[src/rtl/multicycle_controller_pkg.sv]
`default_nettype none
// ---------------------------------------------------------------------------
// mc_ctrl_pkg : shared types and encodings for the multicycle MIPS controller
// Rev 1.0
// ---------------------------------------------------------------------------
package mc_ctrl_pkg;

  typedef enum logic [3:0] {
    S_FETCH    = 4'd0,
    S_DECODE   = 4'd1,
    S_MEMADR   = 4'd2,
    S_MEMRD    = 4'd3,
    S_MEMWB    = 4'd4,
    S_MEMWR    = 4'd5,
    S_EXECUTE  = 4'd6,
    S_ALUWB    = 4'd7,
    S_BRANCH   = 4'd8,
    S_ADDIEXEC = 4'd9,
    S_ADDIWB   = 4'd10,
    S_JUMP     = 4'd11
  } state_t;

  typedef enum logic [1:0] {
    ALUOP_ADD   = 2'b00,
    ALUOP_SUB   = 2'b01,
    ALUOP_FUNCT = 2'b10
  } aluop_t;

  localparam logic [5:0] OP_RTYPE = 6'b000000;
  localparam logic [5:0] OP_LW    = 6'b100011;
  localparam logic [5:0] OP_SW    = 6'b101011;
  localparam logic [5:0] OP_BEQ   = 6'b000100;
  localparam logic [5:0] OP_BNE   = 6'b000101;
  localparam logic [5:0] OP_ADDI  = 6'b001000;
  localparam logic [5:0] OP_J     = 6'b000010;

  localparam logic [5:0] FUNCT_ADD = 6'b100000;
  localparam logic [5:0] FUNCT_SUB = 6'b100010;
  localparam logic [5:0] FUNCT_AND = 6'b100100;
  localparam logic [5:0] FUNCT_OR  = 6'b100101;
  localparam logic [5:0] FUNCT_SLT = 6'b101010;

  localparam logic [2:0] ALU_AND = 3'b000;
  localparam logic [2:0] ALU_OR  = 3'b001;
  localparam logic [2:0] ALU_ADD = 3'b010;
  localparam logic [2:0] ALU_SUB = 3'b110;
  localparam logic [2:0] ALU_SLT = 3'b111;

endpackage
`default_nettype wire

[src/rtl/multicycle_controller_aludec.sv]
`default_nettype none
// ---------------------------------------------------------------------------
// aludec : maps the FSM's ALU operation class and funct field to a 3-bit op
// Rev 1.0
// ---------------------------------------------------------------------------
module aludec
  import mc_ctrl_pkg::*;
(
  input  aluop_t     aluop,
  input  logic [5:0] funct,
  output logic [2:0] alucontrol
);

  always_comb begin
    alucontrol = ALU_AND;
    case (aluop)
      ALUOP_ADD: alucontrol = ALU_ADD;
      ALUOP_SUB: alucontrol = ALU_SUB;
      default: begin
        case (funct)
          FUNCT_ADD: alucontrol = ALU_ADD;
          FUNCT_SUB: alucontrol = ALU_SUB;
          FUNCT_AND: alucontrol = ALU_AND;
          FUNCT_OR:  alucontrol = ALU_OR;
          FUNCT_SLT: alucontrol = ALU_SLT;
          default:   alucontrol = ALU_AND;
        endcase
      end
    endcase
  end

endmodule
`default_nettype wire

[src/rtl/multicycle_controller.sv]
`default_nettype none
// ---------------------------------------------------------------------------
// multicycle_controller : Moore FSM driving the shared-ALU/shared-memory MIPS
// datapath, with a variable-latency memory handshake. Rev 1.0
// ---------------------------------------------------------------------------
module multicycle_controller
  import mc_ctrl_pkg::*;
#(
  parameter int ALUCTRL_W   = 3,
  parameter bit SUPPORT_BNE = 1'b1
) (
  input  logic                 clk,
  input  logic                 reset,
  input  logic [5:0]           op,
  input  logic [5:0]           funct,
  input  logic                 zero,
  input  logic                 mem_ready,
  output logic                 mem_req,
  output logic                 iord,
  output logic                 memwrite,
  output logic                 irwrite,
  output logic                 regdst,
  output logic                 memtoreg,
  output logic                 regwrite,
  output logic                 alusrca,
  output logic [1:0]           alusrcb,
  output logic [1:0]           pcsrc,
  output logic                 pcen,
  output logic [ALUCTRL_W-1:0] alucontrol,
  output logic                 instr_done,
  output logic                 illegal
);

  state_t state_q, state_d;
  aluop_t aluop;
  logic   alu_en;
  logic [2:0]           alu_ctrl3;
  logic [ALUCTRL_W-1:0] alu_ctrl_ext;

  always_ff @(posedge clk) begin
    if (!reset) state_q <= S_FETCH;
    else        state_q <= state_d;
  end

  always_comb begin
    state_d    = state_q;
    mem_req    = 1'b0;
    iord       = 1'b0;
    memwrite   = 1'b0;
    irwrite    = 1'b0;
    regdst     = 1'b0;
    memtoreg   = 1'b0;
    regwrite   = 1'b0;
    alusrca    = 1'b0;
    alusrcb    = 2'b00;
    pcsrc      = 2'b00;
    pcen       = 1'b0;
    instr_done = 1'b0;
    illegal    = 1'b0;
    aluop      = ALUOP_ADD;
    alu_en     = 1'b0;

    case (state_q)
      S_FETCH: begin
        mem_req = 1'b1;
        alusrcb = 2'b01;
        alu_en  = 1'b1;
        if (mem_ready) begin
          irwrite = 1'b1;
          pcen    = 1'b1;
          state_d = S_DECODE;
        end
      end
      S_DECODE: begin
        alusrcb = 2'b11;
        alu_en  = 1'b1;
        case (op)
          OP_LW, OP_SW: state_d = S_MEMADR;
          OP_RTYPE:     state_d = S_EXECUTE;
          OP_BEQ:       state_d = S_BRANCH;
          OP_ADDI:      state_d = S_ADDIEXEC;
          OP_J:         state_d = S_JUMP;
          OP_BNE: begin
            if (SUPPORT_BNE) begin
              state_d = S_BRANCH;
            end else begin
              illegal    = 1'b1;
              instr_done = 1'b1;
              state_d    = S_FETCH;
            end
          end
          default: begin
            illegal    = 1'b1;
            instr_done = 1'b1;
            state_d    = S_FETCH;
          end
        endcase
      end
      S_MEMADR: begin
        alusrca = 1'b1;
        alusrcb = 2'b10;
        alu_en  = 1'b1;
        state_d = (op == OP_LW) ? S_MEMRD : S_MEMWR;
      end
      S_MEMRD: begin
        mem_req = 1'b1;
        iord    = 1'b1;
        if (mem_ready) state_d = S_MEMWB;
      end
      S_MEMWB: begin
        memtoreg   = 1'b1;
        regwrite   = 1'b1;
        instr_done = 1'b1;
        state_d    = S_FETCH;
      end
      S_MEMWR: begin
        // Store strobe stays asserted with a stable address until memory accepts it.
        mem_req  = 1'b1;
        iord     = 1'b1;
        memwrite = 1'b1;
        if (mem_ready) begin
          instr_done = 1'b1;
          state_d    = S_FETCH;
        end
      end
      S_EXECUTE: begin
        alusrca = 1'b1;
        aluop   = ALUOP_FUNCT;
        alu_en  = 1'b1;
        state_d = S_ALUWB;
      end
      S_ALUWB: begin
        regdst     = 1'b1;
        regwrite   = 1'b1;
        instr_done = 1'b1;
        state_d    = S_FETCH;
      end
      S_BRANCH: begin
        alusrca    = 1'b1;
        aluop      = ALUOP_SUB;
        alu_en     = 1'b1;
        pcsrc      = 2'b01;
        pcen       = (SUPPORT_BNE && (op == OP_BNE)) ? ~zero : zero;
        instr_done = 1'b1;
        state_d    = S_FETCH;
      end
      S_ADDIEXEC: begin
        alusrca = 1'b1;
        alusrcb = 2'b10;
        alu_en  = 1'b1;
        state_d = S_ADDIWB;
      end
      S_ADDIWB: begin
        regwrite   = 1'b1;
        instr_done = 1'b1;
        state_d    = S_FETCH;
      end
      S_JUMP: begin
        pcsrc      = 2'b10;
        pcen       = 1'b1;
        instr_done = 1'b1;
        state_d    = S_FETCH;
      end
      default: state_d = S_FETCH;
    endcase

    // Reset overrides everything so an aborted instruction can never write.
    if (!reset) begin
      state_d    = S_FETCH;
      mem_req    = 1'b0;
      iord       = 1'b0;
      memwrite   = 1'b0;
      irwrite    = 1'b0;
      regdst     = 1'b0;
      memtoreg   = 1'b0;
      regwrite   = 1'b0;
      alusrca    = 1'b0;
      alusrcb    = 2'b00;
      pcsrc      = 2'b00;
      pcen       = 1'b0;
      instr_done = 1'b0;
      illegal    = 1'b0;
      alu_en     = 1'b0;
    end
  end

  aludec u_aludec (
    .aluop      (aluop),
    .funct      (funct),
    .alucontrol (alu_ctrl3)
  );

  if (ALUCTRL_W > 3) begin : g_alu_ext
    assign alu_ctrl_ext = {{(ALUCTRL_W-3){1'b0}}, alu_ctrl3};
  end else begin : g_alu_exact
    assign alu_ctrl_ext = alu_ctrl3[ALUCTRL_W-1:0];
  end

  assign alucontrol = alu_en ? alu_ctrl_ext : '0;

endmodule
`default_nettype wire

[config.mk]
export PLATFORM = sky130hd
export DESIGN_NAME = multicycle_controller
export DESIGN_NICKNAME = d
export VERILOG_FILES = /design/src/rtl/multicycle_controller_pkg.sv /design/src/rtl/multicycle_controller_aludec.sv /design/src/rtl/multicycle_controller.sv
export SDC_FILE = /design/constraint.sdc
export NUM_CORES = 1
export LEC_CHECK = 0
export CORE_UTILIZATION = 40
export CTS_BUF_LIST = sky130_fd_sc_hd__clkbuf_8 sky130_fd_sc_hd__clkbuf_16
export DETAILED_ROUTE_END_ITERATION = 10
export PLACE_DENSITY = 0.8
export SLEW_MARGIN = 20
export SYNTH_ARGS = -nofsm -noshare
export SYNTH_HDL_FRONTEND = slang
export SYNTH_SLANG_ARGS = --single-unit
[constraint.sdc]
create_clock -name clk -period 2.6 [get_ports clk]
set_input_delay 0.78 -clock clk [delete_from_list [all_inputs] [get_ports clk]]
set_output_delay 0.78 -clock clk [all_outputs]
set_load 0.05 [all_outputs]
==> run_results.csv, run 1 <==
group,metric,value,unit
yosys,synth.net_count,121,
clock_network,clkSinkCount,4,
status,status,"did not finish",
yosys,synth_edf_count,0,
floorplan,initial_core_util,44.8,%
place,io_buffers,33,
place,dp.final_hpwl,2.43,mm
clock_network,cts_root_buf,"clkbuf_8",
timing,worst_endpoint_kind,"output port",
clock_network,clockBufferDepth,2,
yosys,synthTopCellsByArea,"dfxtp_1 (11%), nand2b_1 (7.0%), nor2_1 (6.8%)",
yosys,synth_cells,105,
floorplan,fp.dieW,44.3,µm
yosys,synthArstFlopShare,0,%
yosys,ys_ff_latch,4,
yosys,synth_top_area_cell,"dfxtp_1",
yosys,synth-warning-count,0,
floorplan,die_y,44.3,µm
clock_network,cts_hold_buf,0,
status,haltStage,"5_1_grt",
yosys,yosysSeqAreaShare,11.2,%
yosys,synthDistinctLibCells,40,
clock_network,htree_levels,1,
yosys,synth_top_area_share,11.2,%
global_route,grt_max_degree,19,
floorplan,rows,14,
floorplan,ioPinCount,34,
status,error_line,"[ERROR DPL-0038] Utilization greater than 100%, impossible to legalize",
clock_network,cts-buffers-inserted,3,
yosys,synthesis.area,714,µm²
yosys,synth_top_cells_by_count,"nor2_1 (13), nand2_1 (10), a21oi_1 (8), nand2b_1 (8), o21ai_0 (6)",
yosys,synth_ff_type,"dfxtp_1",
yosys,syn_area_per_cell,6.80,µm²
timing,worstEndpointGrtRepair,"instr_done",
yosys,synth_most_common_cell,"nor2_1",
place,place_congestion,0.843,
[through the flow]
stage / hold WS, ns / setup TNS (ns) / instance area [µm²] / worst slack (ns) / instances
2_1_floorplan: 0.574 / -0.241 / 773 / -0.241 / 105
3_3_place_gp: 0.556 / -4.09 / 1440 / -0.634 / 183
3_5_place_dp: 0.579 / -4.98 / 1440 / -0.694 / 183
4_1_cts: 0.581 / -0.625 / 1540 / -0.256 / 186
[logic make-up after synthesis]
logic type	count (synthesis)	share of synthesized area (%)
flip-flops	4	11.2
AND/OR/NAND/NOR	56	44.8
AO/OA/AOI/OAI	34	31.9
XOR/XNOR	2	2.45
buffers and inverters	9	9.63
[what timing repair did]
item                       in CTS
setup endpoints to repair      18
resized for setup              54
pin swaps                       9
buffers inserted                0
==> run 2, diff against run 1 <==
CORE_AREA = 2 2 63 65   (was not set)
CORE_UTILIZATION = not set   (was 40)
CTS_BUF_LIST = not set   (was sky130_fd_sc_hd__clkbuf_8 sky130_fd_sc_hd__clkbuf_16)
DIE_AREA = 0 0 65 67   (was not set)
PLACE_DENSITY = not set   (was 0.8)
PLACE_DENSITY_LB_ADDON = 0.15   (was not set)
==> run 2 against run 1 <==
Against the previous run: the flow now finishes, with violations (setup timing); synthesized cell count did not move; synthesized area unchanged.
==> run_results.csv, run 2 <==
group,metric,value,unit
status,status,"finished with violations",
status,violations,"setup timing",
yosys,yosysSeqAreaShare,11.2,%
clock_network,clock_latency,0.22,ns
global_route,grt_usage,12.7,%
floorplan,rows,22,
floorplan,die_area,0.00436,mm²
final_layout,final_cell_area,0.00167,mm²
floorplan,fp.dieW,65,µm
detailed_routing,drc,0,
yosys,synth_top_area_share,11.2,%
yosys,synth_edf_count,0,
hold_path,holdPathStages,2,
clock_network,clk_pin_slew,0.03,ns
floorplan,core,0.00361,mm²
global_route,grt_pass1_vias,989,
detailed_routing,vias,998,
final_layout,final_common_cell,"buf_4",
final_layout,syn_to_final_growth,134,%
detailed_routing,wl_per_cell,12.8,µm
yosys,synth_top_cells_by_count,"nor2_1 (13), nand2_1 (10), a21oi_1 (8), nand2b_1 (8), o21ai_0 (6)",
detailed_routing,via_per_inst,4.69,
final_layout,diodes,0,
clock_network,clockBufferDepth,2,
hold_path,hp-class,"flop to flop",
setup_path,crit_arrival,2.00,ns
power,powerDensity,241,mW/mm²
final_layout,largest_register_ffs,4,
final_layout,largestRegisters,"state_q (4)",
yosys,synthTopCellsByArea,"dfxtp_1 (11%), nand2b_1 (7.0%), nor2_1 (6.8%)",
final_layout,drive_gt1_share,53.9,%
timing,fin_skew,0.00661,ns
timing,rsz0062_at_grt,"true",
yosys,synth_ff_type,"dfxtp_1",
yosys,ys_ff_latch,4,
setup_path,reg2reg_from,"state_q[3]$_SDFFE_PN0P_",
final_layout,mostFrequentLayoutCells,"buf_4 (28), buf_12 (17), nor2_1 (11), nand2_1 (9)",
timing,max_freq,360,MHz
timing,hold_viol,0,
global_route,grt_max_degree,20,
final_layout,nNetsFinal,183,
global_route,antenna_found_initial,0,
yosys,syn_area_per_cell,6.80,µm²
setup_path,worstReg2RegEnd,"state_q[2]$_SDFFE_PN0P_",
yosys,synth-warning-count,0,
hold_path,min-delay-start,"state_q[0]$_SDFFE_PN0P_",
timing,finalSetupViolations,3,
timing,relSlewSlack,67.5,%
setup_path,crit_path_end_kind,"output pin",
final_layout,final_util,46.4,%
detailed_routing,drt-total-wl,2.73,mm
setup_path,criticalPathCategory,"input pin to output pin",
detailed_routing,first_iter_violations,30,
yosys,synth.net_count,121,
setup_path,worstPathCellList,"buf_6, or4_4, o2bb2ai_4, a211oi_4, a21o_2, buf_8",
setup_path,r2r_setup_slack,1.17,ns
floorplan,die_y,67,µm
setup_path,cp_slowest_cell,"or4_4",
detailed_routing,drt-pass1-iter-count,4,
global_route,overflow,0,
timing,period_share,107,%
clock_network,htree_levels,1,
clock_network,clkSinkCount,4,
place,dp.final_hpwl,2.06,mm
clock_network,cts-buffers-inserted,3,
setup_path,max_stage_delay,0.55,ns
final_layout,top_register,"state_q",
timing,tightestPinTransition,0.486,ns
detailed_routing,drtAntennaViolNets,0,
clock_network,cts_tree,"yes",
setup_path,ff2ff_path_depth,4,
clock_network,cts_root_buf,"clkbuf_8",
setup_path,crit_path_max_fanout,2,
place,dpl_cell_area,0.00147,mm²
yosys,synthDistinctLibCells,40,
power,vdd.ir_drop.worst,0.242,mV
place,io_buffers,33,
yosys,synthesis.area,714,µm²
floorplan,initial_core_util,19.8,%
yosys,synth_cells,105,
yosys,synth_most_common_cell,"nor2_1",
yosys,synth_top_area_cell,"dfxtp_1",
power,leakagePower,0.671,nW
hold_path,holdPathEnd,"state_q[3]$_SDFFE_PN0P_",
place,place_congestion,0.870,
timing,whs,0.692,ns
final_layout,fillCellCount,371,
timing,fin_crit,2.78,ns
global_route,grt_pass1_wl,4.40,mm
timing,finalMaxSlewViolations,0,
place,dpl_worst_slack,-0.698,ns
setup_path,required,1.82,ns
flow_run,maxCapViolations,0,
yosys,synthArstFlopShare,0,%
timing,finalWorstSetupSlack,-0.178,ns
power,p_total,0.403,mW
floorplan,ioPinCount,34,
setup_path,start_kind,"input pin",
==> run 2: cell counts after synthesis <==
Identical to the previous run, type by type.
==> run 2: per-layer routing <==
| metal | vias to the layer above | routed length, µm | track usage, % |
|---|---|---|---|
| li1 | 513 | - | - |
| met1 | 459 | 1190 | 15.1 |
| met2 | 26 | 1430 | 24.1 |
| met3 | 0 | 120 | 3.04 |
| met4 | 0 | 0 | 0.798 |
| met5 | - | 0 | 0 |
==> run 2: worst max path at each step <==
stage | startpoint | endpoint | depth (start not counted) | slack, ns
finish | op[2] | instr_done | 6 | -0.18
global route | op[2] | instr_done | 6 | -0.20
CTS | op[2] | instr_done | 6 | -0.18
detailed placement | op[0] | instr_done | 7 | -0.70
global placement | op[0] | instr_done | 7 | -0.67
floorplan | op[0] | instr_done | 4 | -0.24
==> run 2: through the flow <==
stage                     instances  setup TNS (ns)
after global placement          206           -3.75
after floorplan                 105          -0.241
final                           213          -0.316
after detailed placement        206           -3.97
after CTS                       212          -0.326
after global routing            213          -0.418
==> run 2: worst max-delay path: cells and delay by family <==
family	cells	cell delay [ns]
compound gates	3	0.42
buf+inv	2	0.24
simple gates	1	0.55
==> run 2: layout make-up <==
type / count / area, µm² / area share (%)
Clock buffer: 3 / 41.3 / 2.47
Sequential cell: 4 / 80.1 / 4.79
Inverter: 2 / 7.51 / 0.449
Timing Repair Buffer: 64 / 757 / 45.3
Multi-Input combinational cell: 92 / 727 / 43.5
Tap cell: 48 / 60.1 / 3.59
==> run 2: power by group <==
part           internal, mW  total, mW  switching, mW
logic                 0.104      0.207          0.103
registers            0.0636     0.0656        0.00192
clock network        0.0987      0.131         0.0320
total                 0.266      0.403          0.137
==> run 2: cell families (layout without fill, tap and decap cells) <==
kind of cell | count (synthesis) | after routing | synth area share, %
xor+xnor | 2 | 2 | 2.45
compound gates | 34 | 34 | 31.9
simple gates | 56 | 56 | 44.8
flops | 4 | 4 | 11.2
buf+inv | 9 | 69 | 9.63
==> run 2: what timing repair did <==
item	4_1_cts	5_1_grt
endpoints found under the setup margin	18	5
pin swaps	12	3
hold buffers	0	0
resized for setup	61	18
setup buffers	4	1
No activity file was read; power rests on OpenSTA's default activity.
